===== src/rtl/uart_tx_arbiter.sv =====
// uart_tx_arbiter: round-robin scheduler sharing one UART transmitter among
// N_REQ byte requesters. One frame is issued at a time. Frame completion is
// tracked through the transmitter's busy flag. A transmitter that never
// raises busy is reported on err.
module uart_tx_arbiter #(
  parameter int N_REQ        = 4,
  parameter int BUSY_TIMEOUT = 4
) (
  input  logic                     CLK,
  input  logic                     RST,
  input  logic [N_REQ-1:0]         req,
  input  logic [8*N_REQ-1:0]       req_data,
  input  logic [N_REQ-1:0]         req_par_en,
  input  logic [N_REQ-1:0]         req_par_typ,
  output logic [N_REQ-1:0]         ack,
  output logic [N_REQ-1:0]         done,
  output logic                     err,
  output logic [$clog2(N_REQ)-1:0] grant_id,
  output logic                     Data_Valid,
  output logic [7:0]               P_DATA,
  output logic                     PAR_EN,
  output logic                     PAR_TYP,
  input  logic                     busy
);

  localparam int GW = $clog2(N_REQ);
  localparam int CW = $clog2(BUSY_TIMEOUT + 1);
  // After reset the pointer sits on the last requester, so requester 0 is searched first.
  localparam logic [GW-1:0] LAST_ID = GW'(N_REQ - 1);

  typedef enum logic [1:0] {IDLE, ISSUE, WAIT_RISE, WAIT_FALL} state_e;

  state_e        state_q, state_d;
  logic [CW-1:0] cnt_q, cnt_d;
  logic [GW-1:0] grant_q, grant_d;
  logic [N_REQ-1:0] ack_q, ack_d;
  logic [N_REQ-1:0] done_q, done_d;
  logic          err_q, err_d;
  logic          dv_q, dv_d;
  logic [7:0]    p_data_q, p_data_d;
  logic          par_en_q, par_en_d;
  logic          par_typ_q, par_typ_d;

  logic          win_found;
  logic [GW-1:0] win_idx;
  logic          issue;

  // Per-requester bytes as an array so the winner's byte can be selected by index.
  logic [7:0] byte_arr [N_REQ];
  for (genvar gi = 0; gi < N_REQ; gi++) begin : g_unpack
    assign byte_arr[gi] = req_data[8*gi +: 8];
  end

  // Round-robin search: first pending request after the last grant, wrapping around.
  always_comb begin
    int cand;
    win_found = 1'b0;
    win_idx   = '0;
    cand      = 0;
    for (int k = 1; k <= N_REQ; k++) begin
      cand = int'(grant_q) + k;
      if (cand >= N_REQ) cand = cand - N_REQ;
      if (!win_found && req[GW'(cand)]) begin
        win_found = 1'b1;
        win_idx   = GW'(cand);
      end
    end
  end

  // Next-state and output logic; a grant can start from IDLE or straight out of WAIT_FALL.
  always_comb begin
    state_d   = state_q;
    cnt_d     = cnt_q;
    grant_d   = grant_q;
    p_data_d  = p_data_q;
    par_en_d  = par_en_q;
    par_typ_d = par_typ_q;
    ack_d     = '0;
    done_d    = '0;
    err_d     = 1'b0;
    dv_d      = 1'b0;
    issue     = 1'b0;

    case (state_q)
      IDLE: begin
        // An externally busy transmitter blocks new frames.
        if (!busy && win_found) issue = 1'b1;
      end
      ISSUE: begin
        cnt_d   = '0;
        state_d = WAIT_RISE;
      end
      WAIT_RISE: begin
        if (busy) begin
          state_d = WAIT_FALL;
        end else begin
          cnt_d = cnt_q + CW'(1);
          if (cnt_q == CW'(BUSY_TIMEOUT - 1)) begin
            err_d   = 1'b1;
            state_d = IDLE;
          end
        end
      end
      WAIT_FALL: begin
        if (!busy) begin
          done_d[grant_q] = 1'b1;
          // Chain the next frame in the completion cycle to avoid an idle gap.
          if (win_found) issue = 1'b1;
          else           state_d = IDLE;
        end
      end
      default: state_d = IDLE;
    endcase

    if (issue) begin
      ack_d[win_idx] = 1'b1;
      dv_d           = 1'b1;
      grant_d        = win_idx;
      p_data_d       = byte_arr[win_idx];
      par_en_d       = req_par_en[win_idx];
      par_typ_d      = req_par_typ[win_idx];
      state_d        = ISSUE;
    end
  end

  // State and output registers; reset abandons any frame in flight silently.
  always_ff @(posedge CLK or negedge RST) begin
    if (!RST) begin
      state_q   <= IDLE;
      cnt_q     <= '0;
      grant_q   <= LAST_ID;
      ack_q     <= '0;
      done_q    <= '0;
      err_q     <= 1'b0;
      dv_q      <= 1'b0;
      p_data_q  <= '0;
      par_en_q  <= 1'b0;
      par_typ_q <= 1'b0;
    end else begin
      state_q   <= state_d;
      cnt_q     <= cnt_d;
      grant_q   <= grant_d;
      ack_q     <= ack_d;
      done_q    <= done_d;
      err_q     <= err_d;
      dv_q      <= dv_d;
      p_data_q  <= p_data_d;
      par_en_q  <= par_en_d;
      par_typ_q <= par_typ_d;
    end
  end

  assign ack        = ack_q;
  assign done       = done_q;
  assign err        = err_q;
  assign grant_id   = grant_q;
  assign Data_Valid = dv_q;
  assign P_DATA     = p_data_q;
  assign PAR_EN     = par_en_q;
  assign PAR_TYP    = par_typ_q;

endmodule

===== config.mk =====
export PLATFORM = sky130hd
export DESIGN_NAME = uart_tx_arbiter
export DESIGN_NICKNAME = d
export VERILOG_FILES = /design/src/rtl/uart_tx_arbiter.sv
export SDC_FILE = /design/constraint.sdc
export NUM_CORES = 1
export LEC_CHECK = 0
export ABC_CLOCK_PERIOD_IN_PS = 3500
export BUFFER_PORTS_ARGS = -buffer_cell sky130_fd_sc_hd__buf_2
export CORE_ASPECT_RATIO = 1.25
export CORE_MARGIN = 10
export CORE_UTILIZATION = 53
export DETAILED_ROUTE_END_ITERATION = 8
export PLACE_DENSITY = 0.81
export SLEW_MARGIN = 30
export SYNTH_ARGS = -nofsm -noshare
export SYNTH_HDL_FRONTEND = slang
export SYNTH_SLANG_ARGS = --single-unit

===== constraint.sdc =====
create_clock -name CLK -period 3.5 [get_ports CLK]
set_clock_uncertainty 0.2 [all_clocks]
set_input_delay 1.05 -clock CLK [delete_from_list [all_inputs] [get_ports CLK]]
set_output_delay 1.05 -clock CLK [all_outputs]
set_load 0.005 [all_outputs]

==> impl_metrics.py, run 1 <==
metrics = {
    "outcome": {
        "status": "finished, final reports clean",
    },
    "route": {
        "antenna_left": 0,
        "wirelength_mm": 6.87,
        "vias_per_cell": 6.03,
        "drc": 0,
        "num_vias": 2418,
        "firstDrtPassIters": 5,
        "wl_per_cell_microns": 17.1,
        "drtIter0Drc": 196,
    },
    "timing": {
        "tightest_slew_ns": 0.855,
        "slew_headroom_pct": 43.0,
        "fin_crit_sh_pct": 92.6,
        "tns_ns": 0,
        "final-hold-violation-count": 0,
        "fin_crit_ns": 3.24,
        "drv_slew": 0,
        "rsz0062_at_grt": "false",
        "finalSetupViolations": 0,
        "fmax_ghz": 0.309,
    },
    "floorplanning": {
        "dieArea_sq_mm": 0.00758,
        "fp.coreArea_sq_mm": 0.00436,
        "initial_core_util_pct": 54.5,
        "fp.dieH_microns": 94.9,
        "rows": 27,
        "die_w_microns": 79.9,
        "boundaryPins": 69,
    },
    "setup_path": {
        "crit_arrival_ns": 3.24,
        "crit_end": "P_DATA[3]$_DFFE_PN0P_",
        "critical_path.startpoint_type": "register",
        "r2r_end": "P_DATA[3]$_DFFE_PN0P_",
        "path_class": "reg2reg",
        "rr_worst_depth": 9,
        "worstReg2RegStart": "grant_id[0]$_DFFE_PN1P_",
        "worstPathRequired_ns": 3.50,
        "cp-end-kind": "register",
        "startpoint": "grant_id[0]$_DFFE_PN1P_",
        "cp_max_fo": 15,
        "r2r_slack_ns": 0.26,
    },
    "global_route": {
        "grt_pass1_wl_mm": 11.3,
        "track_usage_pct": 17.7,
        "antenna_found_initial": 0,
        "grt_pass1_vias": 2401,
        "grt_max_degree": 34,
        "grt-ovfl-total": 0,
    },
    "logic_synthesis": {
        "yosysSeqAreaShare_pct": 28.5,
        "yosys-top-cells-area": "dfrtp_1 (26%), a21oi_1 (7.6%), or4b_1 (5.9%)",
        "synth_cells": 278,
        "synth_area_sq_mm": 0.00238,
        "yosys-top-cells-count": "a21oi_1 (36), dfrtp_1 (25), nor2_1 (23)",
        "yosysMostFrequentCell": "a21oi_1",
        "synth_top_area_share_pct": 26.3,
        "synth_nets": 335,
        "synthDistinctLibCells": 49,
        "ys.flop_type": "dfrtp_1",
        "synth_seq_cells": 27,
        "synthArstFlopShare_pct": 100,
        "synth_largest_area_cell": "dfrtp_1",
        "synth_warnings": 0,
        "avgSynthCellArea_sq_um": 8.55,
        "synth_edf_count": 0,
    },
    "clock_network": {
        "htree_levels": 1,
        "clkSinkCount": 27,
        "cts_hold_buf": 0,
        "cts_tree": "yes",
        "cts_resized": 0,
        "clock_path_buffers": 2,
        "numCtsBuffers": 3,
        "clock_latency_ns": 0.27,
        "root_buffer": "clkbuf_8",
        "post_cts_buffers": 0,
        "path_clk_slew_ns": 0.09,
    },
    "pwr": {
        "power.total_uw": 2570,
        "power_density_mw_per_mm2": 902,
        "ir_drop_v": 0.000503,
        "leakage_uw": 0.00132,
    },
    "placement": {
        "io_buffers": 68,
        "place_congestion": 0.903,
        "dp_hpwl_mm": 5.30,
    },
    "hold_path": {
        "hold_path.class": "reg2reg",
        "holdPathStages": 2,
        "min-delay-start": "cnt_q[2]$_DFFE_PN0P_",
    },
    "flow_run": {
        "max_cap_viol_count": 0,
    },
    "final_layout": {
        "drive_gt1_share_pct": 32.9,
        "nets": 401,
        "fillerInstances": 384,
        "synthToLayoutAreaGrowth_pct": 19.9,
        "antenna_cells": 0,
    },
}
kinds of logic after synthesis:
logic type                 Yosys count  synth area share [%]
AOI/OAI and AO/OA                   71                  20.0
xor gates and xnor gates             1                 0.369
adders and majority gates           10                  5.27
buffers and inverters               35                  6.85
DFF                                 27                  28.5
muxes                               14                  8.32
and+or+nand+nor                    120                  30.6
layout make-up:
type / instances / area [sq um] / area share [%]
multi-input combinational: 216 / 1540 / 53.9
sequential: 27 / 678 / 23.8
timing repair buffer: 87 / 483 / 17.0
tap: 58 / 72.6 / 2.55
clock buffer: 3 / 41.3 / 1.45
inverter: 9 / 33.8 / 1.19
clock inverter: 1 / 5.00 / 0.176
report_power, final:
part | internal [uW] | switching [uW]
sequential | 442 | 80.3
clock | 79.7 | 95.2
combinational | 831 | 1040
cells in the final DEF, fill, tap and decap left out, types with 5 or more instances in the layout:
cell	Yosys	routed
nand3b_1	11	11
a221o_2	7	7
nor2b_1	5	5
ha_1	10	10
mux2i_1	6	6
or4b_1	14	14
buf_2	10	68
o21ai_0	6	6
a21oi_1	36	36
nor2_1	23	23
nor3_1	11	11
inv_1	9	9
and2_1	8	8
or3_1	21	21
buf_4	3	19
dfrtp_1	25	25
nand2_1	13	13
per-stage QoR:
| step | area, sq um | setup slack [ns] | utilization, % | std cells | hold WS [ns] |
|---|---|---|---|---|---|
| 2_1_floorplan | 2380 | 0.271 | - | 278 | 0.276 |
| 3_3_place_gp | 2800 | 0.181 | 64.3 | 397 | 0.296 |
| 3_5_place_dp | 2800 | 0.162 | 64.3 | 397 | 0.308 |
| 4_1_cts | 2850 | 0.298 | 65.4 | 401 | 0.330 |
| 5_1_grt | 2850 | 0.125 | 65.4 | 401 | 0.365 |
| 6_report | 2850 | 0.261 | 65.4 | 401 | 0.322 |
sequential cells by signal, summed over array words and instances (netlist names):
| name | count |
|---|---|
| P_DATA | 8 |
| Data_Valid | 1 |
| done | 4 |
| ack | 4 |
| cnt_q | 3 |
| err | 1 |
| PAR_TYP | 1 |
| grant_id | 2 |
| PAR_EN | 1 |
| state_q | 2 |
how the worst min path moves through the flow:
stage	slack (ns)	endpoint
finish	0.32	cnt_q[2]$_DFFE_PN0P_
global route	0.36	PAR_EN$_DFFE_PN0P_
CTS	0.33	cnt_q[2]$_DFFE_PN0P_
detailed placement	0.31	cnt_q[2]$_DFFE_PN0P_
global placement	0.30	cnt_q[2]$_DFFE_PN0P_
floorplan	0.28	cnt_q[2]$_DFFE_PN0P_
critical path, stage by stage (launching register included):
cell     delay (ns)
dfstp_2        0.65
inv_1          0.08
ha_1           0.45
mux4_2         0.51
buf_4          0.25
or4b_1         0.49
a21oi_1        0.20
a221o_2        0.14
a21oi_1        0.07
a21oi_1        0.14
metal layers:
metal	global-route usage [%]	routed length [microns]
met5	0	0
met4	6.62	116
met3	3.61	453
met2	29.9	3520
met1	21.4	2780
No activity file was read; power rests on OpenSTA's default activity.
==> run 2, diff against run 1 <==
--- a/config.mk
+++ b/config.mk
@@ -7,9 +7,11 @@
 export LEC_CHECK = 0
-export ABC_CLOCK_PERIOD_IN_PS = 3500
+export ABC_CLOCK_PERIOD_IN_PS = 3400
 export BUFFER_PORTS_ARGS = -buffer_cell sky130_fd_sc_hd__buf_2
+export CELL_PAD_IN_SITES_DETAIL_PLACEMENT = 1
+export CELL_PAD_IN_SITES_GLOBAL_PLACEMENT = 2
 export CORE_ASPECT_RATIO = 1.25
 export CORE_MARGIN = 10
-export CORE_UTILIZATION = 53
+export CORE_UTILIZATION = 30
 export DETAILED_ROUTE_END_ITERATION = 8
-export PLACE_DENSITY = 0.81
+export PLACE_DENSITY_LB_ADDON = 0.1
 export SLEW_MARGIN = 30
==> constraint.sdc (replaced) <==
create_clock -name CLK -period 3.4 [get_ports CLK]
set_clock_uncertainty 0.2 [all_clocks]
set_input_delay 0.68 -clock CLK [delete_from_list [all_inputs] [get_ports CLK]]
set_output_delay 0.68 -clock CLK [all_outputs]
set_load 0.005 [all_outputs]
==> impl_metrics.py, run 2 (synthesized netlist as in run 1, its figures left out) <==
metrics = {
    "outcome": {
        "status": "finished, final reports clean",
    },
    "timing": {
        "final-hold-violation-count": 0,
        "fin_crit_ns": 3.13,
        "slew_headroom_pct": 44.3,
        "fin_ws_ns": 0.274,
        "fin_crit_sh_pct": 91.9,
        "finalSetupViolations": 0,
        "tightest_slew_ns": 0.836,
        "drv_slew": 0,
        "fmax_ghz": 0.320,
        "rsz0062_at_grt": "false",
        "tns_ns": 0,
    },
    "floorplanning": {
        "boundaryPins": 69,
        "dieArea_sq_mm": 0.0119,
        "fp.dieH_microns": 120,
        "initial_core_util_pct": 30.7,
        "die_w_microns": 99.6,
        "fp.coreArea_sq_mm": 0.00775,
        "rows": 36,
    },
    "setup_path": {
        "crit_arrival_ns": 3.13,
        "cp-end-kind": "register",
        "worstReg2RegStart": "grant_id[0]$_DFFE_PN1P_",
        "worst_path_largest_cell_delay_ns": 0.60,
        "cp_slowest_cell": "dfstp_2",
        "path_class": "reg2reg",
        "critical_path.startpoint_type": "register",
        "worstPathRequired_ns": 3.40,
        "cp_max_fo": 8,
        "path_cells": "inv_1, ha_1, mux4_2, nor2b_1, nor2_1, buf_4, or3_1, or4b_1, a21oi_1",
        "startpoint": "grant_id[0]$_DFFE_PN1P_",
    },
    "clock_network": {
        "root_buffer": "clkbuf_8",
        "cts_hold_buf": 0,
        "clkSinkCount": 27,
        "clock_latency_ns": 0.27,
        "cts_tree": "yes",
        "cts_resized": 0,
        "clock_path_buffers": 2,
        "numCtsBuffers": 3,
        "post_cts_buffers": 0,
        "htree_levels": 1,
        "path_clk_slew_ns": 0.09,
    },
    "route": {
        "num_vias": 2333,
        "antenna_left": 0,
        "wirelength_mm": 8.03,
        "drtIter0Drc": 113,
        "firstDrtPassIters": 4,
        "vias_per_cell": 5.38,
        "wl_per_cell_microns": 18.5,
        "drc": 0,
    },
    "placement": {
        "numPlacedInstances": 430,
        "place_congestion": 0.806,
        "io_buffers": 68,
        "pre_cts_ws_ns": 0.205,
        "dp_hpwl_mm": 6.25,
    },
    "global_route": {
        "grt_pass1_vias": 2574,
        "grt-ovfl-total": 0,
        "track_usage_pct": 13.4,
        "grt_pass1_wl_mm": 13.2,
        "antenna_found_initial": 0,
        "grt_max_degree": 47,
    },
    "pwr": {
        "power_density_mw_per_mm2": 939,
        "p_clk_share_pct": 6.8,
        "leakage_uw": 0.00130,
        "switchingPower_uw": 1310,
        "seqPwrFrac_pct": 19.9,
        "p_int_uw": 1400,
        "p_comb_share_pct": 73.3,
        "ir_drop_v": 0.000251,
        "power_switching_share_pct": 48.3,
    },
    "final_layout": {
        "layout_common_cells": "buf_2 (68), a21oi_1 (36), dfrtp_1 (25)",
        "synthToLayoutAreaGrowth_pct": 21.1,
        "nets": 397,
        "drive_gt1_share_pct": 31.9,
        "fillerInstances": 964,
        "antenna_cells": 0,
        "final_common_cell": "buf_2",
        "stdcell_count": 434,
        "largest_reg_flops": 8,
    },
    "flow_run": {
        "max_cap_viol_count": 0,
    },
    "hold_path": {
        "hold_path.class": "in2async",
    },
}
-- run 2: final timing paths --
check | cells past startpoint | slack, ns | endpoint
setup / recovery | 9 | 0.27 | P_DATA[7]$_DFFE_PN0P_
hold / removal | 1 | 0.20 | done[0]$_DFF_PN0_
setup reg to reg | 9 | 0.27 | P_DATA[7]$_DFFE_PN0P_
hold reg to reg | 2 | 0.33 | cnt_q[2]$_DFFE_PN0P_
max in group asynchronous | 1 | 2.39 | P_DATA[5]$_DFFE_PN0P_
min in group CLK | 2 | 0.33 | cnt_q[2]$_DFFE_PN0P_
-- run 2: final cells by class --
class                   instances  area [sq um]  area share, %
repair buffers                 83           465           16.2
flip-flops and latches         27           678           23.6
multi-input cells             216          1540           53.4
clock buffers                   4          45.0           1.57
well taps                      95           119           4.13
inverters                       9          33.8           1.17
-- run 2: per-layer routing --
| layer | wire length (microns) | track usage [%] | up-vias |
|---|---|---|---|
| met5 | 0 | 0 | - |
| met4 | 101 | 2.96 | 0 |
| met3 | 395 | 3.39 | 6 |
| met2 | 4140 | 24.4 | 45 |
| met1 | 3400 | 15.0 | 1130 |
| li1 | - | - | 1152 |
-- run 2: critical path, delay by kind of cell, from the launching register on --
family / cells / cell delay (ns)
multiplexers: 1 / 0.35
AO/OA/AOI/OAI: 1 / 0.15
adder cells (fa/ha/maj): 1 / 0.34
buffers and inverters: 2 / 0.28
flip-flops: 1 / 0.60
AND/OR/NAND/NOR: 4 / 1.14
-- run 2: power by group through the flow --
stage | clock network (uW) | logic (uW) | registers [uW]
after global placement | 0 | 2000 | 545
after floorplan | 0 | 1350 | 540
after CTS | 194 | 2020 | 539
after detailed placement | 0 | 2020 | 543
after global routing | 209 | 2230 | 555
final | 184 | 1980 | 537
-- run 2: through the flow --
step / instance area (sq um) / utilization (%) / power (uW) / hold WS [ns]
6_report: 2880 / 37.1 / 2700 / 0.200
2_1_floorplan: 2380 / - / 1890 / 0.184
5_1_grt: 2880 / 37.1 / 2990 / 0.238
3_5_place_dp: 2830 / 36.5 / 2560 / 0.310
3_3_place_gp: 2830 / 36.5 / 2540 / 0.300
4_1_cts: 2880 / 37.1 / 2750 / 0.229
